**src/rtl/pipe_ctrl_pkg.sv**
```systemverilog
// Shared pipeline-control definitions: hold codes understood by the PC
// register and stage registers, redirect enable levels and the
// interrupt-entry state encoding.
package pipe_ctrl_pkg;

   // Hold request codes; the PC register freezes for any value >= Pause_Pc
   typedef enum logic [2:0] {
      Hold_None = 3'd0,
      Pause_Pc  = 3'd1,
      Pause_If  = 3'd2,
      Pause_Id  = 3'd3
   } hold_e;

   localparam logic JumpEnable  = 1'b1;
   localparam logic JumpDisable = 1'b0;

   // Interrupt-entry sequencing
   typedef enum logic [1:0] {
      IDLE      = 2'd0,
      INT_ENTRY = 2'd1,
      INT_DONE  = 2'd2
   } state_e;

endpackage

```
**src/rtl/pipe_ctrl_if.sv**
```systemverilog
// Bundle between the pipeline datapath/CLINT and the pipeline controller.
// The master side is the datapath (drives requests), the slave side is
// the controller (drives redirect/hold/ack).
interface pipe_ctrl_if;

   logic        ex_jump_i;
   logic [31:0] ex_jaddr_i;
   logic        ex_hold_i;
   logic        bus_hold_i;
   logic        int_req_i;
   logic [31:0] int_vec_i;
   logic [31:0] id_pc_i;
   logic        id_valid_i;

   logic        jump_flag_o;
   logic [31:0] jump_addr_o;
   logic [2:0]  hold_flag_o;
   logic        int_ack_o;
   logic [31:0] mepc_o;

   modport master (
      output ex_jump_i, ex_jaddr_i, ex_hold_i, bus_hold_i,
             int_req_i, int_vec_i, id_pc_i, id_valid_i,
      input  jump_flag_o, jump_addr_o, hold_flag_o, int_ack_o, mepc_o
   );

   modport slave (
      input  ex_jump_i, ex_jaddr_i, ex_hold_i, bus_hold_i,
             int_req_i, int_vec_i, id_pc_i, id_valid_i,
      output jump_flag_o, jump_addr_o, hold_flag_o, int_ack_o, mepc_o
   );

endinterface

```
**src/rtl/pipe_ctrl.sv**
```systemverilog
// Pipeline controller: merges EX redirects, EX multi-cycle holds, bus
// waits and CLINT interrupts into one PC redirect plus a hold code, and
// sequences interrupt entry (freeze PC, redirect to vector, save mepc).
// Optional build macro PIPE_CTRL_PERF_EN adds stall/flush cycle counters.
module pipe_ctrl
   import pipe_ctrl_pkg::*;
#(
   parameter logic [31:0] RESET_ADDR = 32'h0
)
(
   input  logic        clk,
   input  logic        rst_n,
   pipe_ctrl_if.slave  ctrl
`ifdef PIPE_CTRL_PERF_EN
   ,
   output logic [31:0] perf_stall_o,
   output logic [31:0] perf_flush_o
`endif
);

   state_e      state_q, state_d;
   logic [31:0] mepc_q, mepc_d;

   logic        jumpFlag;
   logic [31:0] jumpAddr;
   hold_e       holdFlag;
   logic        intAck;

   // The reset vector itself is applied by the PC register on reset; the
   // controller only has to stay silent while reset is asserted.
   logic        unusedResetAddr;
   assign unusedResetAddr = ^RESET_ADDR;

   // State and saved return PC; async reset abandons any entry in progress
   always_ff @(posedge clk or negedge rst_n) begin
      if (!rst_n) begin
         state_q <= IDLE;
         mepc_q  <= '0;
      end else begin
         state_q <= state_d;
         mepc_q  <= mepc_d;
      end
   end

   // Request arbitration and entry sequencing; outputs forced quiet in reset
   always_comb begin
      state_d  = state_q;
      mepc_d   = mepc_q;
      jumpFlag = JumpDisable;
      jumpAddr = '0;
      holdFlag = Hold_None;
      intAck   = 1'b0;
      if (rst_n) begin
         case (state_q)
            IDLE, INT_DONE: begin
               if (ctrl.ex_jump_i) begin
                  jumpFlag = JumpEnable;
                  jumpAddr = ctrl.ex_jaddr_i;
                  holdFlag = Pause_Id;
               end else if (ctrl.ex_hold_i) begin
                  holdFlag = Pause_Id;
               end else if (ctrl.bus_hold_i) begin
                  holdFlag = Pause_If;
               end else if ((state_q == IDLE) && ctrl.int_req_i && ctrl.id_valid_i) begin
                  holdFlag = Pause_Pc;
                  state_d  = INT_ENTRY;
               end
               if ((state_q == INT_DONE) && !ctrl.int_req_i) begin
                  state_d = IDLE;
               end
            end
            INT_ENTRY: begin
               jumpFlag = JumpEnable;
               jumpAddr = ctrl.int_vec_i;
               holdFlag = Pause_Id;
               intAck   = 1'b1;
               mepc_d   = ctrl.id_pc_i;
               state_d  = INT_DONE;
            end
            default: begin
               state_d = IDLE;
            end
         endcase
      end
   end

   assign ctrl.jump_flag_o = jumpFlag;
   assign ctrl.jump_addr_o = jumpAddr;
   assign ctrl.hold_flag_o = holdFlag;
   assign ctrl.int_ack_o   = intAck;
   assign ctrl.mepc_o      = mepc_q;

`ifdef PIPE_CTRL_PERF_EN
   logic [31:0] perf_stall_q, perf_stall_d;
   logic [31:0] perf_flush_q, perf_flush_d;

   // Count stalled and redirected cycles; both wrap naturally at 2^32
   always_comb begin
      perf_stall_d = perf_stall_q;
      perf_flush_d = perf_flush_q;
      if (holdFlag != Hold_None) begin
         perf_stall_d = perf_stall_q + 32'd1;
      end
      if (jumpFlag == JumpEnable) begin
         perf_flush_d = perf_flush_q + 32'd1;
      end
   end

   // Performance counter registers
   always_ff @(posedge clk or negedge rst_n) begin
      if (!rst_n) begin
         perf_stall_q <= '0;
         perf_flush_q <= '0;
      end else begin
         perf_stall_q <= perf_stall_d;
         perf_flush_q <= perf_flush_d;
      end
   end

   assign perf_stall_o = perf_stall_q;
   assign perf_flush_o = perf_flush_q;
`endif

endmodule

```
**src/flat_wrapper.sv**
```systemverilog
// flat-port wrapper written by rule: the top's interface ports become plain ports
module pipe_ctrl_flat import pipe_ctrl_pkg::*;
#(
   parameter logic [31:0] RESET_ADDR = 32'h0
)
  (clk, rst_n, ctrl_ex_jump_i, ctrl_ex_jaddr_i, ctrl_ex_hold_i, ctrl_bus_hold_i, ctrl_int_req_i, ctrl_int_vec_i, ctrl_id_pc_i, ctrl_id_valid_i, ctrl_jump_flag_o, ctrl_jump_addr_o, ctrl_hold_flag_o, ctrl_int_ack_o, ctrl_mepc_o);
  pipe_ctrl_if ctrl_i ();
  input  logic clk;
  input  logic rst_n;
  input wire logic [$bits(ctrl_i.ex_jump_i)-1:0] ctrl_ex_jump_i;
  input wire logic [$bits(ctrl_i.ex_jaddr_i)-1:0] ctrl_ex_jaddr_i;
  input wire logic [$bits(ctrl_i.ex_hold_i)-1:0] ctrl_ex_hold_i;
  input wire logic [$bits(ctrl_i.bus_hold_i)-1:0] ctrl_bus_hold_i;
  input wire logic [$bits(ctrl_i.int_req_i)-1:0] ctrl_int_req_i;
  input wire logic [$bits(ctrl_i.int_vec_i)-1:0] ctrl_int_vec_i;
  input wire logic [$bits(ctrl_i.id_pc_i)-1:0] ctrl_id_pc_i;
  input wire logic [$bits(ctrl_i.id_valid_i)-1:0] ctrl_id_valid_i;
  output wire logic [$bits(ctrl_i.jump_flag_o)-1:0] ctrl_jump_flag_o;
  output wire logic [$bits(ctrl_i.jump_addr_o)-1:0] ctrl_jump_addr_o;
  output wire logic [$bits(ctrl_i.hold_flag_o)-1:0] ctrl_hold_flag_o;
  output wire logic [$bits(ctrl_i.int_ack_o)-1:0] ctrl_int_ack_o;
  output wire logic [$bits(ctrl_i.mepc_o)-1:0] ctrl_mepc_o;
  assign ctrl_i.ex_jump_i = ctrl_ex_jump_i;
  assign ctrl_i.ex_jaddr_i = ctrl_ex_jaddr_i;
  assign ctrl_i.ex_hold_i = ctrl_ex_hold_i;
  assign ctrl_i.bus_hold_i = ctrl_bus_hold_i;
  assign ctrl_i.int_req_i = ctrl_int_req_i;
  assign ctrl_i.int_vec_i = ctrl_int_vec_i;
  assign ctrl_i.id_pc_i = ctrl_id_pc_i;
  assign ctrl_i.id_valid_i = ctrl_id_valid_i;
  assign ctrl_jump_flag_o = ctrl_i.jump_flag_o;
  assign ctrl_jump_addr_o = ctrl_i.jump_addr_o;
  assign ctrl_hold_flag_o = ctrl_i.hold_flag_o;
  assign ctrl_int_ack_o = ctrl_i.int_ack_o;
  assign ctrl_mepc_o = ctrl_i.mepc_o;
  pipe_ctrl #(.RESET_ADDR(RESET_ADDR)) u_core (.clk(clk), .rst_n(rst_n), .ctrl(ctrl_i));
endmodule
```
**config.mk**
```make
export PLATFORM = sky130hd
export DESIGN_NAME = pipe_ctrl_flat
export DESIGN_NICKNAME = d
export VERILOG_FILES = /design/src/rtl/pipe_ctrl_pkg.sv /design/src/rtl/pipe_ctrl_if.sv /design/src/rtl/pipe_ctrl.sv /design/src/flat_wrapper.sv
export SDC_FILE = /design/constraint.sdc
export NUM_CORES = 1
export LEC_CHECK = 0
export ABC_AREA = 1
export CAP_MARGIN = 15
export CORE_ASPECT_RATIO = 1.75
export CORE_UTILIZATION = 32
export CTS_CLUSTER_DIAMETER = 80
export DETAILED_ROUTE_END_ITERATION = 10
export PLACE_DENSITY = 0.84
export SETUP_SLACK_MARGIN = 0.05
export SYNTH_ARGS = -nofsm -noshare
export SYNTH_HDL_FRONTEND = slang
export SYNTH_SLANG_ARGS = --single-unit
```
**constraint.sdc**
```tcl
create_clock -name clk -period 1.3 [get_ports clk]
set_input_delay 0.26 -clock clk [delete_from_list [all_inputs] [get_ports clk]]
set_output_delay 0.26 -clock clk [all_outputs]
set_load 0.02 [all_outputs]
```
==> results of run 1 <==
-- critical path, stage by stage (launching register included) --
cell and delay [ns]:
dfrtp_1 0.39, inv_4 0.08, o21ai_4 0.27, buf_6 0.16, buf_16 0.15, a21oi_4 0.04, buf_6 0.13
-- state kept, by name, summed over array words and instances (netlist names) --
signal / count
u_core.ctrl.mepc_o: 32
u_core.state_q: 2
-- report_power, final --
| group | internal (mW) | switching, mW | leakage [nW] |
|---|---|---|---|
| clock | 0.428 | 0.380 | 0.0482 |
| combinational | 1.24 | 1.52 | 1.61 |
| sequential | 1.52 | 0.321 | 0.429 |
| total | 3.18 | 2.22 | 2.09 |
-- path summary, 6_finish.rpt --
check	endpoint	slack (ns)	start	depth (start not counted)
min in group clk	u_core.ctrl.mepc_o[0]	0.47	u_core.ctrl.mepc_o[0]	2
setup reg to reg	u_core.ctrl.mepc_o[9]	-0.14	u_core.state_q[1]	8
max in group asynchronous	u_core.state_q[0]	0.76	rst_n	3
hold reg to reg	u_core.ctrl.mepc_o[0]	0.47	u_core.ctrl.mepc_o[0]	2
setup / recovery	ctrl_jump_addr_o[17]	-0.47	u_core.state_q[1]	6
hold / removal	u_core.ctrl.mepc_o[16]	0.20	rst_n	3
-- metrics by stage --
step / std cells / setup slack, ns / hold WS [ns]
finish: 554 / -0.468 / 0.203
global route: 554 / -0.527 / 0.242
CTS: 544 / -0.472 / 0.207
detailed placement: 521 / -0.880 / 0.458
global placement: 521 / -0.869 / 0.452
floorplan: 276 / -0.0429 / -0.0356
-- final cells by class --
cell class | count | area, sq um | share of cell area, %
Multi-Input combinational cell | 215 | 1420 | 29.7
Tap cell | 78 | 97.6 | 2.04
Timing Repair Buffer | 209 | 2210 | 46.3
Inverter | 7 | 65.1 | 1.36
Clock inverter | 1 | 5.00 | 0.105
Clock buffer | 7 | 86.3 | 1.81
Sequential cell | 34 | 852 | 17.8
Timing Repair inverter | 3 | 42.5 | 0.891
-- cells in the final DEF (no fill, tap or decap), types with 2 or more instances in the layout --
master and instances:
a21oi_4 30, buf_4 14, nand3_1 32, nor2_2 3
nand2_2 33, buf_12 8, clkbuf_16 4, clkbuf_2 19
nor2_1 2, inv_8 3, buf_8 5, nand2_4 4
nand2_1 100, buf_16 2, a21oi_2 2, inv_4 2
dfrtp_1 33, clkbuf_8 6, inv_1 2, clkdlybuf4s15_1 13
clkdlybuf4s50_1 101, buf_6 42
-- what timing repair did --
| item | CTS | global route |
|---|---|---|
| resized for setup | 274 | 108 |
| cloned | 2 | 7 |
| pin swaps | 2 | 8 |
| hold endpoints to repair | 0 | 0 |
| setup buffers | 13 | 3 |
| endpoints found under the setup margin | 101 | 98 |
-- routing by layer --
metal,vias up,GRT usage (%),part of all wire (%)
met5,-,0,0
met4,0,7.63,2.2
met3,20,5.40,8.8
met2,145,50.3,58
met1,1337,24.4,31
li1,1274,-,-
-- cells by family (layout without fill, tap and decap cells) --
family                 Yosys count  in the layout  share of synthesized area [%]
AO/OA/AOI/OAI                   36             36                           9.82
buffers and inverters           27            227                           9.44
flip-flops                      34             34                           43.4
other                            1              1                          0.191
AND/OR/NAND/NOR                178            178                           37.2
==> impl_metrics.ini, run 1 <==
[cts]
cts_root_buf = clkbuf_8
clkLatencyLatePin_ns = 0.28
cts.sinks = 34
cts_buffer_depth = 2
cts_tree = built
holdBufCountCts = 0
htreeDepth = 2
cts_made_buffers = 5
clk_pin_slew_ns = 0.08

[logic_synthesis]
synth_most_common_cell = nand2_1
synth_area_leaders = dfrtp_1 43%, nand2_1 26%, a21oi_1 8.4%
synth_area_sq_um = 1960
synth_edf_count = 0
yosysTopAreaCell = dfrtp_1
ys.flop_type = dfrtp_1
synthCells = 276
synth.distinct_cells = 19
syn_area_per_cell_sq_um = 7.11
ys_seq_area_share_pct = 43.4
async_flop_share_pct = 100
syn-num-nets = 379
synth_common_cells = 137 x nand2_1, 34 x dfrtp_1, 33 x a21oi_1, 32 x nand3_1, 8 x buf_4
synth_top_area_share_pct = 43.4
synth-seq-cells = 34
yosys_warnings = 0

[power_and_ir_drop]
totalPowerFinal_mw = 5.40
p_leak_nw = 2.09
p_per_area_nw_per_um2 = 1130
irDropWorstVdd_mv = 1.44

[sta]
hold_viol_final = 0
setup_viol = 68
slew_violations = 0
rsz0062_at_grt = yes
fin_skew_ns = 0.00908
period_share_pct = 136
fmax_mhz = 566
fin_crit_ns = 1.77
setup_tns_ns = -18.35
finalWorstSetupSlack_ns = -0.468

[setup_path]
required_ns = 1.04
worstSetupStartpointType = flop
critPathCaptureType = output pin
path_max_fanout = 8
crit_type = flop to output pin
cp.arrival_ns = 1.51

[final_layout]
final_nets = 578
final_util_pct = 81.3
fill_cells = 368
syn2layout_area_growth_pct = 143
antenna_cells = 0
fin_area_sq_um = 4780
drive_gt1_share_pct = 39.5

[routing]
wl_microns = 9700
drc = 0
via_per_inst = 5.01
ant_nets = 0
drtPass1Iterations = 4
vias = 2776
wl_per_cell_microns = 17.5
first_iter_violations = 175

[floorplanning]
row_count = 37
top_level_ports = 172
fp.dieW_microns = 61.2
design.die.area_sq_um = 6460
die_y_microns = 106
fp.coreArea_sq_um = 5880
initial_core_util_pct = 33.4

[place]
post_dp_cell_area_sq_um = 4150
io_buffers = 170
dpl.hpwl_microns = 6010
gp_congestion = 0.723

[grt]
grt_pass1_wl_microns = 12400
grt_pass1_vias = 2673
grt_use_total_pct = 25.6
gr-total-overflow = 0
antenna_found_initial = 0
grt_max_degree = 38

[worst_hold_path]
hold_class = primary input to async pin

[status]
violations = negative setup slack
status = complete, but fails checks

[run]
maxCapViolations = 0
No activity file was read; power rests on OpenSTA's default activity.
==> inputs of run 2 (changes only) <==
--- a/config.mk
+++ b/config.mk
@@ -6,12 +6,15 @@
 export NUM_CORES = 1
 export LEC_CHECK = 0
 export ABC_AREA = 1
-export CAP_MARGIN = 15
+export CAP_MARGIN = 20
+export CELL_PAD_IN_SITES_DETAIL_PLACEMENT = 0
+export CELL_PAD_IN_SITES_GLOBAL_PLACEMENT = 1
 export CORE_ASPECT_RATIO = 1.75
-export CORE_UTILIZATION = 32
+export CORE_MARGIN = 2
+export CORE_UTILIZATION = 20
 export CTS_CLUSTER_DIAMETER = 80
 export DETAILED_ROUTE_END_ITERATION = 10
-export PLACE_DENSITY = 0.84
+export PLACE_DENSITY = 0.82
 export SETUP_SLACK_MARGIN = 0.05
 export SYNTH_ARGS = -nofsm -noshare
 export SYNTH_HDL_FRONTEND = slang
==> run 2 against run 1 <==
Non-clock buffer count did not move. The run still ends with negative setup slack left. Die area rose by 65%. Critical endpoint is now ctrl_jump_addr_o[31]. Final cell count rose by 7.4%.
==> impl_metrics.ini, run 2 (synthesis results as in run 1) <==
[routing]
drc = 0
vias = 2695
wl_microns = 9740
ant_nets = 0
first_iter_violations = 60
via_per_inst = 4.53
wl_per_cell_microns = 16.4
drtPass1Iterations = 6

[status]
violations = negative setup slack
status = complete, but fails checks

[sta]
setup_tns_ns = -16.18
setup_viol = 69
fin_skew_ns = 0.00154
slew_violations = 0
finalWorstSetupSlack_ns = -0.489
rsz0062_at_grt = yes
fmax_mhz = 559
period_share_pct = 138
hold_viol_final = 0
fin_crit_ns = 1.79

[cts]
clk_pin_slew_ns = 0.05
cts_made_buffers = 5
cts_tree = built
htreeDepth = 2
cts_root_buf = clkbuf_16
cts.sinks = 34
cts_buffer_depth = 2
holdBufCountCts = 0
clkLatencyLatePin_ns = 0.28

[grt]
grt_pass1_vias = 2736
grt_use_total_pct = 16.2
grt_max_degree = 38
antenna_found_initial = 0
grt_pass1_wl_microns = 13500
gr-total-overflow = 0

[final_layout]
drive_gt1_share_pct = 37.8
fill_cells = 902
final-seq-area_sq_um = 851
largest_reg_flops = 32
final_nets = 575
syn2layout_area_growth_pct = 154
multi_input_area_sq_um = 1470
final_common_cell = nand2_1
antenna_cells = 0
fin_area_sq_um = 4990
final_cell_mix = 105 x nand2_1, 100 x clkdlybuf4s50_1, 45 x buf_6

[power_and_ir_drop]
p_per_area_nw_per_um2 = 1150
irDropWorstVdd_mv = 0.970
totalPowerFinal_mw = 5.74
p_leak_nw = 2.19

[floorplanning]
initial_core_util_pct = 20.6
top_level_ports = 172
fp.dieW_microns = 78.9
design.die.area_sq_um = 10600
die_y_microns = 135
row_count = 47
fp.coreArea_sq_um = 9530

[place]
dpl.hpwl_microns = 5950
gp_congestion = 0.796
post_dp_cell_area_sq_um = 4200
detailedPlace.worstSlack_ns = -0.893
io_buffers = 170

[setup_path]
critPathCaptureType = output pin
cp.arrival_ns = 1.53
worstSetupStartpointType = flop
path_max_fanout = 7
crit_type = flop to output pin
required_ns = 1.04

[worst_hold_path]
hold_class = primary input to async pin

[run]
maxCapViolations = 0
-- run 2: through the flow --
stage	util [%]	cells	hold slack, ns
4_1_cts	48.9	588	0.211
6_report	52.4	595	0.219
2_1_floorplan	-	276	-0.0356
3_3_place_gp	44.1	566	0.455
5_1_grt	52.4	595	0.245
3_5_place_dp	44.1	566	0.463
-- run 2: what timing repair did --
item,CTS,global route
endpoints found under the setup margin,101,91
endpoints found under the hold margin,0,0
gates resized for setup,282,95
pin swaps,3,17
cloned,5,5
setup buffers,9,3
-- run 2: area by class of cell --
| cell class | count | area share [%] |
|---|---|---|
| Inverter | 7 | 1.13 |
| Timing Repair Buffer | 209 | 46.3 |
| Clock inverter | 2 | 0.251 |
| Sequential cell | 34 | 17.0 |
| Multi-Input combinational cell | 215 | 29.4 |
| Clock buffer | 6 | 2.78 |
| Tap cell | 122 | 3.06 |
-- run 2: path summary, 6_finish.rpt --
check / cells past startpoint / start / slack (ns) / endpoint
worst max-delay path: 7 / u_core.state_q[0] / -0.49 / ctrl_jump_addr_o[31]
worst min-delay path: 3 / rst_n / 0.22 / u_core.ctrl.mepc_o[9]
worst max register to register: 8 / u_core.state_q[0] / -0.04 / u_core.ctrl.mepc_o[14]
worst min register to register: 2 / u_core.ctrl.mepc_o[28] / 0.47 / u_core.ctrl.mepc_o[28]
max in group asynchronous: 3 / rst_n / 0.76 / u_core.ctrl.mepc_o[0]
min in group clk: 2 / u_core.ctrl.mepc_o[28] / 0.47 / u_core.ctrl.mepc_o[28]
-- run 2: worst max-delay path: stages, from the launching register on --
cell and delay [ns]:
dfrtp_1 0.44, buf_6 0.15, nand2_8 0.06, clkinv_8 0.07, clkbuf_16 0.17, nand2_4 0.06
a21oi_4 0.16, buf_6 0.14
-- run 2: where the power goes --
part           internal (mW)  switching [mW]
Sequential              1.52           0.273
Combinational           1.25            1.48
Clock                  0.758           0.457
-- run 2: routing by layer --
layer  global-route usage (%)  up-vias  wire (microns)
li1                         -     1270               -
met1                     15.1     1299            2990
met2                     33.7      110            5890
met3                     3.28       16             658
met4                     5.36        0             201
met5                        0        -               0
==> inputs of run 3 (changes only) <==
--- a/config.mk
+++ b/config.mk
@@ -16,6 +16,7 @@
 export DETAILED_ROUTE_END_ITERATION = 10
 export PLACE_DENSITY = 0.82
 export SETUP_SLACK_MARGIN = 0.05
+export SLEW_MARGIN = 20
 export SYNTH_ARGS = -nofsm -noshare
 export SYNTH_HDL_FRONTEND = slang
 export SYNTH_SLANG_ARGS = --single-unit
==> results of run 3 <==
Final layout, timing and power as in run 2 (identical DEF).
==> patch: new RTL, flow settings as in run 3 <==
Re-encode `state_e` (3 states) as one-hot, 3 bits wide.
--- a/src/rtl/pipe_ctrl_pkg.sv
+++ b/src/rtl/pipe_ctrl_pkg.sv
@@ -16,8 +16,8 @@
 
    // Interrupt-entry sequencing
-   typedef enum logic [1:0] {
-      IDLE      = 2'd0,
-      INT_ENTRY = 2'd1,
-      INT_DONE  = 2'd2
+   typedef enum logic [2:0] {
+      IDLE      = 3'b001,
+      INT_ENTRY = 3'b010,
+      INT_DONE  = 3'b100
    } state_e;
 
Formal check against the unedited RTL: no difference found for any inputs over 10 cycles, from zero or initial values and one cycle with rst_n low; not proved beyond that.
==> patch against run 3 <==
The run still ends with negative setup slack left; synthesized area grew 0.70%; utilization shrank 0.71 points; wire length is 5.9% lower; critical path depth unchanged; cell area rose by 0.75%; synthesized cell count up 4.3%; sequential cell count is 1 higher; final cell count rose by 3.5%; count of clock-buffer cells in the layout grew 1; setup slack worse by 0.23 ns; hold slack got worse by 0.010 ns; critical path type unchanged; critical endpoint is now ctrl_jump_addr_o[22]; highest routed layer unchanged.
Power is not compared: it rests on default switching activity, and its combinational part moved more than twofold at a synthesized area within 25%.
==> patch: results (changes against run 3) <==
Synth
  – Seq/Total Area, Yosys: 44.4% (was 43.4%)
  – Mapped Avg Cell Area: 6.86 um^2 (was 7.11 um^2)
  – Synthesized Nets: 391 (was 379)
  – Top post-synthesis cells by area: dfrtp_1 43%, nand2_1 33%, a21oi_1 8.6% (was dfrtp_1 43%, nand2_1 26%, a21oi_1 8.4%)

Place
  – Area post-placement: 4390 um^2 (was 4200 um^2)
  – Post-DP HPWL: 6260 um (was 5950 um)
  – Routability cong.: 0.778 (was 0.796)

Critical path
  – Worst Reg-to-Reg Cells: 11 (was 8)
  – Worst path max stage delay: 0.60 ns (was 0.44 ns)
  – Reg-to-reg slack, setup: -0.48 ns (was -0.04 ns)
  – CP Launch Point: u_core.state_q[0] (unchanged)
  – Crit path max-delay family: flip-flops (was buffers and inverters)
  – Max FO, Critical Path: 8 (was 7)
  – Crit path max-delay cell type: dfstp_2 (was dfrtp_1)

Timing
  – PnR worst setup slack: -0.721 ns (was -0.489 ns)
  – Setup violations, final: 71 (was 69)
  – Clock Skew: 0.00658 ns (was 0.00154 ns)
  – Worst hold slack: 0.209 ns (was 0.219 ns)
  – Fin Setup TNS: -39.76 ns (was -16.18 ns)

Global route
  – First-pass GRT wire length: 12900 um (was 13500 um)
  – Number of global-route vias before repair: 2687 (was 2736)
  – Largest net degree at the start of global routing: 39 (was 38)
  – GRT Util Overall: 15.2% (was 16.2%)

Route
  – Vias: 2635 (was 2695)
  – TritonRoute pass-1 iters: 4 (was 6)
  – Post-DR wirelength/cell: 14.9 um (was 16.4 um)

Run status
  – Status: finished with violations (unchanged)
  – Failing checks: negative setup slack (unchanged)
## patch: changes by cell type after synthesis, sizes merged
cell    before  now
buf         17   13
nand4        1    2
nand3       32    7
nand2      138  175
inv          7    9
a31oi        1    0
a21oi       33   35
dfstp        0    1
nand3b       0    2
o21ai        2    0
nor2         7    6
## patch: timing repair
item	CTS	global route
cloned	5	3
pin swaps	4	9
setup buffers	3	5
endpoints found under the hold margin	0	0
resized for setup	278	74
endpoints found under the setup margin	103	92
## patch: routing by layer
layer  vias up  global-route usage (%)  wire length, um
met5         -                       0                0
met4         0                    4.31               80
met3         6                    3.27              765
met2       122                    31.4             5260
met1      1211                    14.2             3060
li1       1296                       -                -
## patch: final cells by class
class | count | area (um^2)
well taps | 125 | 156
fillers | 895 | 4700
flip-flops and latches | 35 | 878
repair buffers | 211 | 2240
multi-input cells | 228 | 1550
clock buffers | 7 | 153
inverters | 9 | 45.0
clock inverters | 1 | 7.51
## patch: kinds of logic after synthesis
group / synth area share (%)
AND/OR/NAND/NOR: 39.3
buffers and inverters: 6.65
flip-flops: 44.4
AO/OA/AOI/OAI: 9.44
other: 0.190
## patch: worst register-to-register path, delay by kind of cell (launching register included)
kind                   cells  cell delay (ns)
AND/OR/NAND/NOR            4             0.33
buffers and inverters      7             0.95
flip-flops                 1             0.41
## patch: power by group through the flow
stage          clock network (mW)  registers (mW)  logic, mW
3_5_place_dp                    0            1.91       5.12
6_report                     1.26            1.91       5.86
2_1_floorplan                   0            2.45       2.20
5_1_grt                      1.33            1.97       6.26
3_3_place_gp                    0            1.92       5.03
4_1_cts                      1.30            1.91       5.35
